**src/rtl/serial_magnitude_cmp.sv**
```systemverilog
// Bit-serial magnitude comparator: MSB-first compare of A and B over WIDTH cycles.
// Define SERIAL_CMP_SIGNED_EN to enable two's-complement compares via sgn.
module serial_magnitude_cmp #(
  parameter int unsigned WIDTH = 32
) (
  input  logic             clk,
  input  logic             reset,
  input  logic             start,
  input  logic [WIDTH-1:0] A,
  input  logic [WIDTH-1:0] B,
  input  logic             sgn,
  output logic             busy,
  output logic             done,
  output logic             L,
  output logic             E,
  output logic             G
);

  localparam int unsigned CW = $clog2(WIDTH + 1);

  typedef enum logic [1:0] {IDLE = 2'd0, RUN = 2'd1, DONE = 2'd2} state_t;
  typedef enum logic [1:0] {REL_EQ = 2'd0, REL_LT = 2'd1, REL_GT = 2'd2} rel_t;

  state_t           state;
  state_t           state_nxt;
  rel_t             rel;
  rel_t             rel_nxt;
  logic [WIDTH-1:0] a_sr;
  logic [WIDTH-1:0] b_sr;
  logic [CW-1:0]    cnt;
  logic             accept;
  logic             last;
  logic             flip;
  logic             a_msb;
  logic             b_msb;

  assign a_msb = a_sr[WIDTH-1];
  assign b_msb = b_sr[WIDTH-1];

`ifdef SERIAL_CMP_SIGNED_EN
  logic sgn_q;

  // The sign bit is examined first, while the counter still holds WIDTH.
  assign flip = sgn_q && (cnt == CW'(WIDTH));

  always_ff @(posedge clk or negedge reset) begin
    if (!reset) begin
      sgn_q <= 1'b0;
    end else if (accept) begin
      sgn_q <= sgn;
    end
  end
`else
  logic unused_sgn;

  assign unused_sgn = sgn;
  assign flip       = 1'b0;
`endif

  // Next-state and relation update.
  always_comb begin
    state_nxt = state;
    rel_nxt   = rel;
    accept    = 1'b0;
    last      = 1'b0;
    case (state)
      IDLE: begin
        if (start) begin
          accept    = 1'b1;
          state_nxt = RUN;
        end
      end
      RUN: begin
        if ((rel == REL_EQ) && (a_msb != b_msb)) begin
          rel_nxt = (a_msb ^ flip) ? REL_GT : REL_LT;
        end
        if (cnt == CW'(1)) begin
          last      = 1'b1;
          state_nxt = DONE;
        end
      end
      DONE: begin
        if (start) begin
          accept    = 1'b1;
          state_nxt = RUN;
        end else begin
          state_nxt = IDLE;
        end
      end
      default: state_nxt = IDLE;
    endcase
  end

  always_ff @(posedge clk or negedge reset) begin
    if (!reset) begin
      state <= IDLE;
      busy  <= 1'b0;
      done  <= 1'b0;
    end else begin
      state <= state_nxt;
      busy  <= (state_nxt == RUN);
      done  <= (state_nxt == DONE);
    end
  end

  // Operand shifters, bit counter and sticky relation.
  always_ff @(posedge clk or negedge reset) begin
    if (!reset) begin
      a_sr <= '0;
      b_sr <= '0;
      cnt  <= '0;
      rel  <= REL_EQ;
    end else if (accept) begin
      a_sr <= A;
      b_sr <= B;
      cnt  <= CW'(WIDTH);
      rel  <= REL_EQ;
    end else if (state == RUN) begin
      a_sr <= {a_sr[WIDTH-2:0], 1'b0};
      b_sr <= {b_sr[WIDTH-2:0], 1'b0};
      if (cnt != '0) begin
        cnt <= cnt - CW'(1);
      end
      rel <= rel_nxt;
    end
  end

  // Result flags change only on entry to DONE.
  always_ff @(posedge clk or negedge reset) begin
    if (!reset) begin
      L <= 1'b0;
      E <= 1'b1;
      G <= 1'b0;
    end else if (last) begin
      L <= (rel_nxt == REL_LT);
      E <= (rel_nxt == REL_EQ);
      G <= (rel_nxt == REL_GT);
    end
  end

endmodule

```
**config.mk**
```make
export PLATFORM = sky130hd
export DESIGN_NAME = serial_magnitude_cmp
export DESIGN_NICKNAME = d
export VERILOG_FILES = /design/src/rtl/serial_magnitude_cmp.sv
export SDC_FILE = /design/constraint.sdc
export NUM_CORES = 1
export LEC_CHECK = 0
export CORE_MARGIN = 2
export CORE_UTILIZATION = 25
export CTS_CLUSTER_DIAMETER = 30
export DETAILED_ROUTE_END_ITERATION = 12
export PLACE_DENSITY = 0.5
export SLEW_MARGIN = 10
export SYNTH_ARGS = -nofsm -noshare
export SYNTH_HDL_FRONTEND = slang
export SYNTH_SLANG_ARGS = --single-unit
export TNS_END_PERCENT = 30
```
**constraint.sdc**
```tcl
create_clock -name clk -period 1.5 [get_ports clk]
set_input_delay 0.225 -clock clk [delete_from_list [all_inputs] [get_ports clk]]
set_output_delay 0.225 -clock clk [all_outputs]
set_load 0.05 [all_outputs]
```
==> impl_metrics.ini, run 1 <==
[die]
rows = 42
ios = 73
die-area_sq_um = 14400
die_h_um = 120
core_area_sq_um = 13200
die_x_um = 120
initial_utilization_pct = 25.5

[timing]
tightestPinTransition_ns = 0.436
slew_headroom_pct = 70.9
period_share_pct = 94.3
grt_setup_unrepaired = true
hold_viol = 0
setup_viol = 0
drv_slew = 0
min_period_ns = 1.41
clock_skew_ns = 0.00571
whs_ns = 0.453
fmax_ghz = 0.707

[cts]
htreeDepth = 3
cts.repair.resized = 0
cts_buffers = 9
cts_tree = yes
insertion_delay_ns = 0.34
clockBufferDepth = 2
cts_sinks = 79
clockRootBuffer = clkbuf_16
clkTransAtPathRegs_ns = 0.06

[setup_path]
crit_family = simple AND/OR/NAND/NOR gates
endpoint_kind = flip-flop
critPathArrivalTime_ns = 1.67
cp_num_cells = 4
crit_required_ns = 1.76
crit_buf_inv = 0
crit_start = cnt[2]$_DFFE_PN0P_
critPathCapture = cnt[4]$_DFFE_PN0P_
critPathLaunchType = flip-flop
crit_type = reg -> reg
reg2reg_depth = 4
reg2reg_from = cnt[2]$_DFFE_PN0P_
regToRegEndpoint = cnt[4]$_DFFE_PN0P_
worst-path-max-fanout = 4
critPathMaxStageDelay_ns = 0.44
crit_path_cell_trace = nor4_4 -> a21oi_1 -> nand2_1 -> mux2i_1
cp_slowest_cell = nor4_4
r2r_setup_slack_ns = 0.09

[power_and_ir_drop]
power_density_nw_per_um2 = 1820
peakVddDrop_v = 0.000787
power.leakage_nw = 2.18

[global_routing]
grt_pass1_vias = 2691
gr-total-overflow = 0
grt_max_degree = 80
grt_pass1_wl_mm = 13.5
antenna_found_initial = 0
grtUsageTotal_pct = 12.0

[logic_synthesis]
syn_area_sq_um = 3370
synth_compound_area_share_pct = 16.0
synth.area.top_cells = dfrtp_1, nand2_1, a22oi_1
yosysSeqAreaShare_pct = 58.7
synthAdderAreaFrac_pct = 1.11
synth_simple_gate_area_share_pct = 19.4
synth_top_family_by_area = simple AND/OR/NAND/NOR gates
syn_avg_cell_area_sq_um = 9.85
synth_xor_xnor_area_share_pct = 0.520
yosysTopAreaCell = dfrtp_1
syn_inst = 342
synth_top_cell_area_share_pct = 57.9
synth_cell_types = 29
synth.area.mux_share_pct = 0.892
synthesis.nets = 413
ys_ff_latch = 79
yosysWarnings = 0

[run_status]
status = completed

[routing]
wl_mm = 7.97
drt-vias-per-instance = 4.42
avgRoutedWirePerCell_um = 13.2
dr.pass1.iters = 4
drt_iter0_drc = 209
wl_met1_mm = 3.78
wl_met3_um = 480
met2_length_mm = 3.62
num_vias = 2668
remaining_drc_errors = 0
top_layer = met4
antenna_left = 0

[hold_path]
hp-class = in -> async

[cells_and_area]
final_core_util_pct = 35.6
num-fill-cells = 1355
seqCellArea_sq_um = 1980
drive_gt1_share_pct = 10.7
num_antenna_cells = 0
final_area_sq_um = 4700
multiInputGateArea_sq_um = 1280
nets = 494
syn_to_final_growth_pct = 39.6

[flow_run]
cap_viol_max_count = 0

[place]
gp_congestion = 0.692
io_buffers = 71
hpwlAfterDp_mm = 5.21
dpl_cell_area_sq_um = 4390
## sequential cells by signal, summed over array words and instances (netlist names)
signal and count:
a_sr 32, b_sr 32, cnt 6, rel 2
state 2, E 1, G 1, L 1
busy 1, done 1
## repair_timing
item / CTS / global route
setup buffers: 0 / 1
pin swaps: 1 / 1
setup endpoints to repair: 29 / 63
endpoints found under the hold margin: 78 / 0
hold buffers: 1 / 0
## layer usage
metal	vias to the layer above	global-route usage, %
li1	1327	-
met1	1282	15.4
met2	51	18.1
met3	8	5.18
met4	0	3.97
met5	-	0
## power breakdown
part,switching [mW],internal (mW),leakage [nW],total [mW]
sequential,0.540,3.07,0.984,3.61
clock,0.858,1.21,0.136,2.06
combinational,1.51,1.38,1.06,2.88
total,2.90,5.66,2.18,8.56
## worst min-delay path by stage
stage | startpoint | to | slack [ns] | cells after the start
2_1_floorplan | reset | G$_DFFE_PN0P_ | -0.07 | 0
3_3_place_gp | reset | a_sr[4]$_DFFE_PN0P_ | 0.29 | 2
3_5_place_dp | reset | a_sr[4]$_DFFE_PN0P_ | 0.30 | 2
4_1_cts | B[27] | b_sr[27]$_DFFE_PN0P_ | 0.47 | 3
5_1_grt | A[22] | a_sr[22]$_DFFE_PN0P_ | 0.47 | 3
6_report | reset | b_sr[19]$_DFFE_PN0P_ | 0.45 | 3
## per-stage QoR
step / setup WS, ns / setup TNS [ns] / total power, mW / instances
floorplan: 0.156 / 0 / 5.47 / 342
global placement: -0.172 / -10.01 / 6.45 / 586
detailed placement: -0.197 / -11.21 / 6.54 / 586
global route: -0.0240 / -0.0356 / 9.23 / 604
finish: 0.0862 / 0 / 8.56 / 604
CTS: 0.00618 / 0 / 8.67 / 603
## worst min-delay path: cells and delay by family
kind                   cells  cell delay [ns]
buffers and inverters      3             0.96
## cells by family (layout without fill, tap and decap cells)
group	after synthesis	in the layout
AO/OA/AOI/OAI	72	72
AND/OR/NAND/NOR	157	157
buffers and inverters	26	112
XOR/XNOR	2	2
multiplexers	3	3
adder cells (fa/ha/maj)	3	3
flip-flops	79	79
## synthesized netlist by cell type
master    instances
o22ai_1           1
buf_2            13
dfrtp_1          78
inv_1             5
a21boi_2          1
nor4_4            1
a22oi_1          62
nand3b_1          1
a21oi_1           1
a211oi_1          1
buf_1             3
and2b_2           1
mux2i_1           3
a22o_1            2
a31oi_1           1
nand2b_1          1
ha_1              3
xnor2_1           2
nand4_1           1
nor2b_1           3
nor3_1            2
nor2_1            8
nand2_1         137
nor2_4            1
nand3_4           1
clkbuf_1          5
dfstp_2           1
o21ai_0           1
o31ai_1           2
## placed cells by master, fill, tap and decap left out, drive strengths merged, types with 2 or more instances in the layout
master and n:
nor3 2, nor2 9, clkbuf 13, nor2b 3, a22o 2, xnor2 2
o31ai 2, inv 5, buf 25, clkinv 2, a22oi 62, ha 3
dfrtp 78, mux2i 3, clkdlybuf4s50 65, nand2 137
## layout make-up
cell class | count | share of cell area (%)
multi-input combinational | 237 | 27.3
inverter | 5 | 0.399
clock buffer | 13 | 5.53
timing repair buffer | 91 | 19.6
sequential | 79 | 42.1
clock inverter | 3 | 0.373
tap | 176 | 4.68
No activity file was read; power rests on OpenSTA's default activity.
==> run 2: changes to the inputs <==
- CAP_MARGIN: unset -> 20
==> results of run 2 <==
Same layout as run 1: the final DEF is identical, and so are final timing and power.
==> run 3: changes to the inputs <==
- DONT_BUFFER_PORTS: unset -> 1
- PLACE_DENSITY: 0.5 -> 0.43
==> impl_metrics.ini, run 3 (synthesis results as in run 1) <==
[cells_and_area]
num_antenna_cells = 0
drive_gt1_share_pct = 8.97
syn_to_final_growth_pct = 23.1
nets = 434
layout_common_cells = nand2_1, dfrtp_1, a22oi_1, dlygate4sd3_1, clkbuf_16
layout_commonest_cell = nand2_1
top_regs = a_sr: 32 flops, b_sr: 32 flops, cnt: 6 flops

[timing]
grt_setup_unrepaired = false
tightestPinTransition_ns = 0.494
slew_headroom_pct = 67.1
fmax_ghz = 0.727
drv_slew = 0
period_share_pct = 91.7
min_period_ns = 1.38
clock_skew_ns = 0.00887
whs_ns = -0.419
setup_slack_ns = 0.124
fin_tns_setup_ns = 0
setup_viol = 0
hold_viol = 79

[setup_path]
critPathMaxStageDelay_ns = 0.37
critPathLaunchType = flip-flop
worst-path-max-fanout = 5
crit_type = reg -> reg
crit_path_cell_trace = and2b_2 -> a21boi_2 -> nand4_1 -> mux2i_1
crit_required_ns = 1.72
critPathArrivalTime_ns = 1.60
cp_slowest_cell = dfrtp_1
endpoint_kind = flip-flop

[routing]
avgRoutedWirePerCell_um = 14.5
met2_length_mm = 3.59
remaining_drc_errors = 0
dr.pass1.iters = 4
wl_met3_um = 498
drt-vias-per-instance = 4.54
wl_mm = 7.89
num_vias = 2468
wl_met1_mm = 3.69
drt_iter0_drc = 136
antenna_left = 0
top_layer = met4

[power_and_ir_drop]
internal_power_mw = 5.67
p_sw_share_pct = 33.6
p_seq_share_pct = 43.4
switchingPower_mw = 2.87
p_comb_share_pct = 28.9
peakVddDrop_v = 0.000626
power_density_nw_per_um2 = 2060
power.leakage_nw = 1.94
clkPwrFrac_pct = 27.7

[die]
die-area_sq_um = 14400
die_x_um = 120
initial_utilization_pct = 25.5
die_h_um = 120
ios = 73
core_area_sq_um = 13200
rows = 42

[cts]
cts_buffers = 9
clkTransAtPathRegs_ns = 0.06
insertion_delay_ns = 0.34
cts_tree = yes
clockRootBuffer = clkbuf_16
ctsHoldBuffers = 19
htreeDepth = 3
cts_sinks = 79
clockBufferDepth = 2

[global_routing]
grt_max_degree = 80
grtUsageTotal_pct = 12.0
grt_pass1_wl_mm = 13.4
antenna_found_initial = 0
gr-total-overflow = 0
grt_pass1_vias = 2566

[hold_path]
hp-class = in -> async

[place]
hpwlAfterDp_mm = 4.82
gp_congestion = 0.697
io_buffers = 0
pre_cts_ws_ns = 0.0925

[run_status]
violations = hold timing
status = finished, violations left

[flow_run]
cap_viol_max_count = 0
## run 3: power groups by stage
stage | Clock [mW] | Sequential, mW | Combinational [mW]
3_3_place_gp | 0 | 3.73 | 2.41
4_1_cts | 2.45 | 3.72 | 2.51
5_1_grt | 2.53 | 3.84 | 2.88
6_report | 2.36 | 3.71 | 2.47
3_5_place_dp | 0 | 3.75 | 2.46
2_1_floorplan | 0 | 3.63 | 1.84
## run 3: metal layers
metal / vias up / global-route usage, %
li1: 1207 / -
met1: 1199 / 15.9
met2: 50 / 17.9
met3: 12 / 4.71
met4: 0 / 4.19
met5: - / 0
## run 3: final timing paths
| kind | startpoint | to | slack, ns | cells after the start |
|---|---|---|---|---|
| hold reg to reg | a_sr[26]$_DFFE_PN0P_ | a_sr[26]$_DFFE_PN0P_ | 0.48 | 2 |
| setup reg to reg | state[1]$_DFF_PN0_ | cnt[5]$_DFFE_PN0P_ | 0.12 | 4 |
| min in group clk | A[7] | a_sr[7]$_DFFE_PN0P_ | 0.01 | 2 |
| setup / recovery | state[1]$_DFF_PN0_ | cnt[5]$_DFFE_PN0P_ | 0.12 | 4 |
| max in group asynchronous | reset | E$_DFFE_PN1P_ | 1.73 | 0 |
| hold / removal | reset | b_sr[16]$_DFFE_PN0P_ | -0.42 | 0 |
## run 3: cell type report
class,instances,area (sq um)
fill,1342,9040
clock buffer,11,233
timing repair buffer,31,330
multi-input combinational,237,1280
inverter,5,18.8
clock inverter,5,81.3
tap,176,220
sequential,79,1980
## run 3: through the flow
| stage | utilization (%) | power (mW) | instances | hold slack (ns) | area, sq um |
|---|---|---|---|---|---|
| 2_1_floorplan | - | 5.47 | 342 | -0.0706 | 3370 |
| 3_5_place_dp | 27.5 | 6.20 | 508 | -0.0654 | 3630 |
| 4_1_cts | 31.4 | 8.68 | 543 | -0.442 | 4140 |
| 6_report | 31.4 | 8.54 | 544 | -0.419 | 4150 |
| 3_3_place_gp | 27.5 | 6.14 | 508 | -0.0656 | 3630 |
| 5_1_grt | 31.4 | 9.26 | 544 | -0.448 | 4150 |
## run 3: repair_timing
item	4_1_cts	5_1_grt
endpoints found under the setup margin	0	5
hold endpoints to repair	98	79
resized for setup	0	0
setup buffers	0	1
## run 3: critical path, delay by kind of cell, from the launching register on
kind,cells,cell delay (ns)
simple gates,2,0.46
flops,1,0.37
compound gates,1,0.30
mux,1,0.14
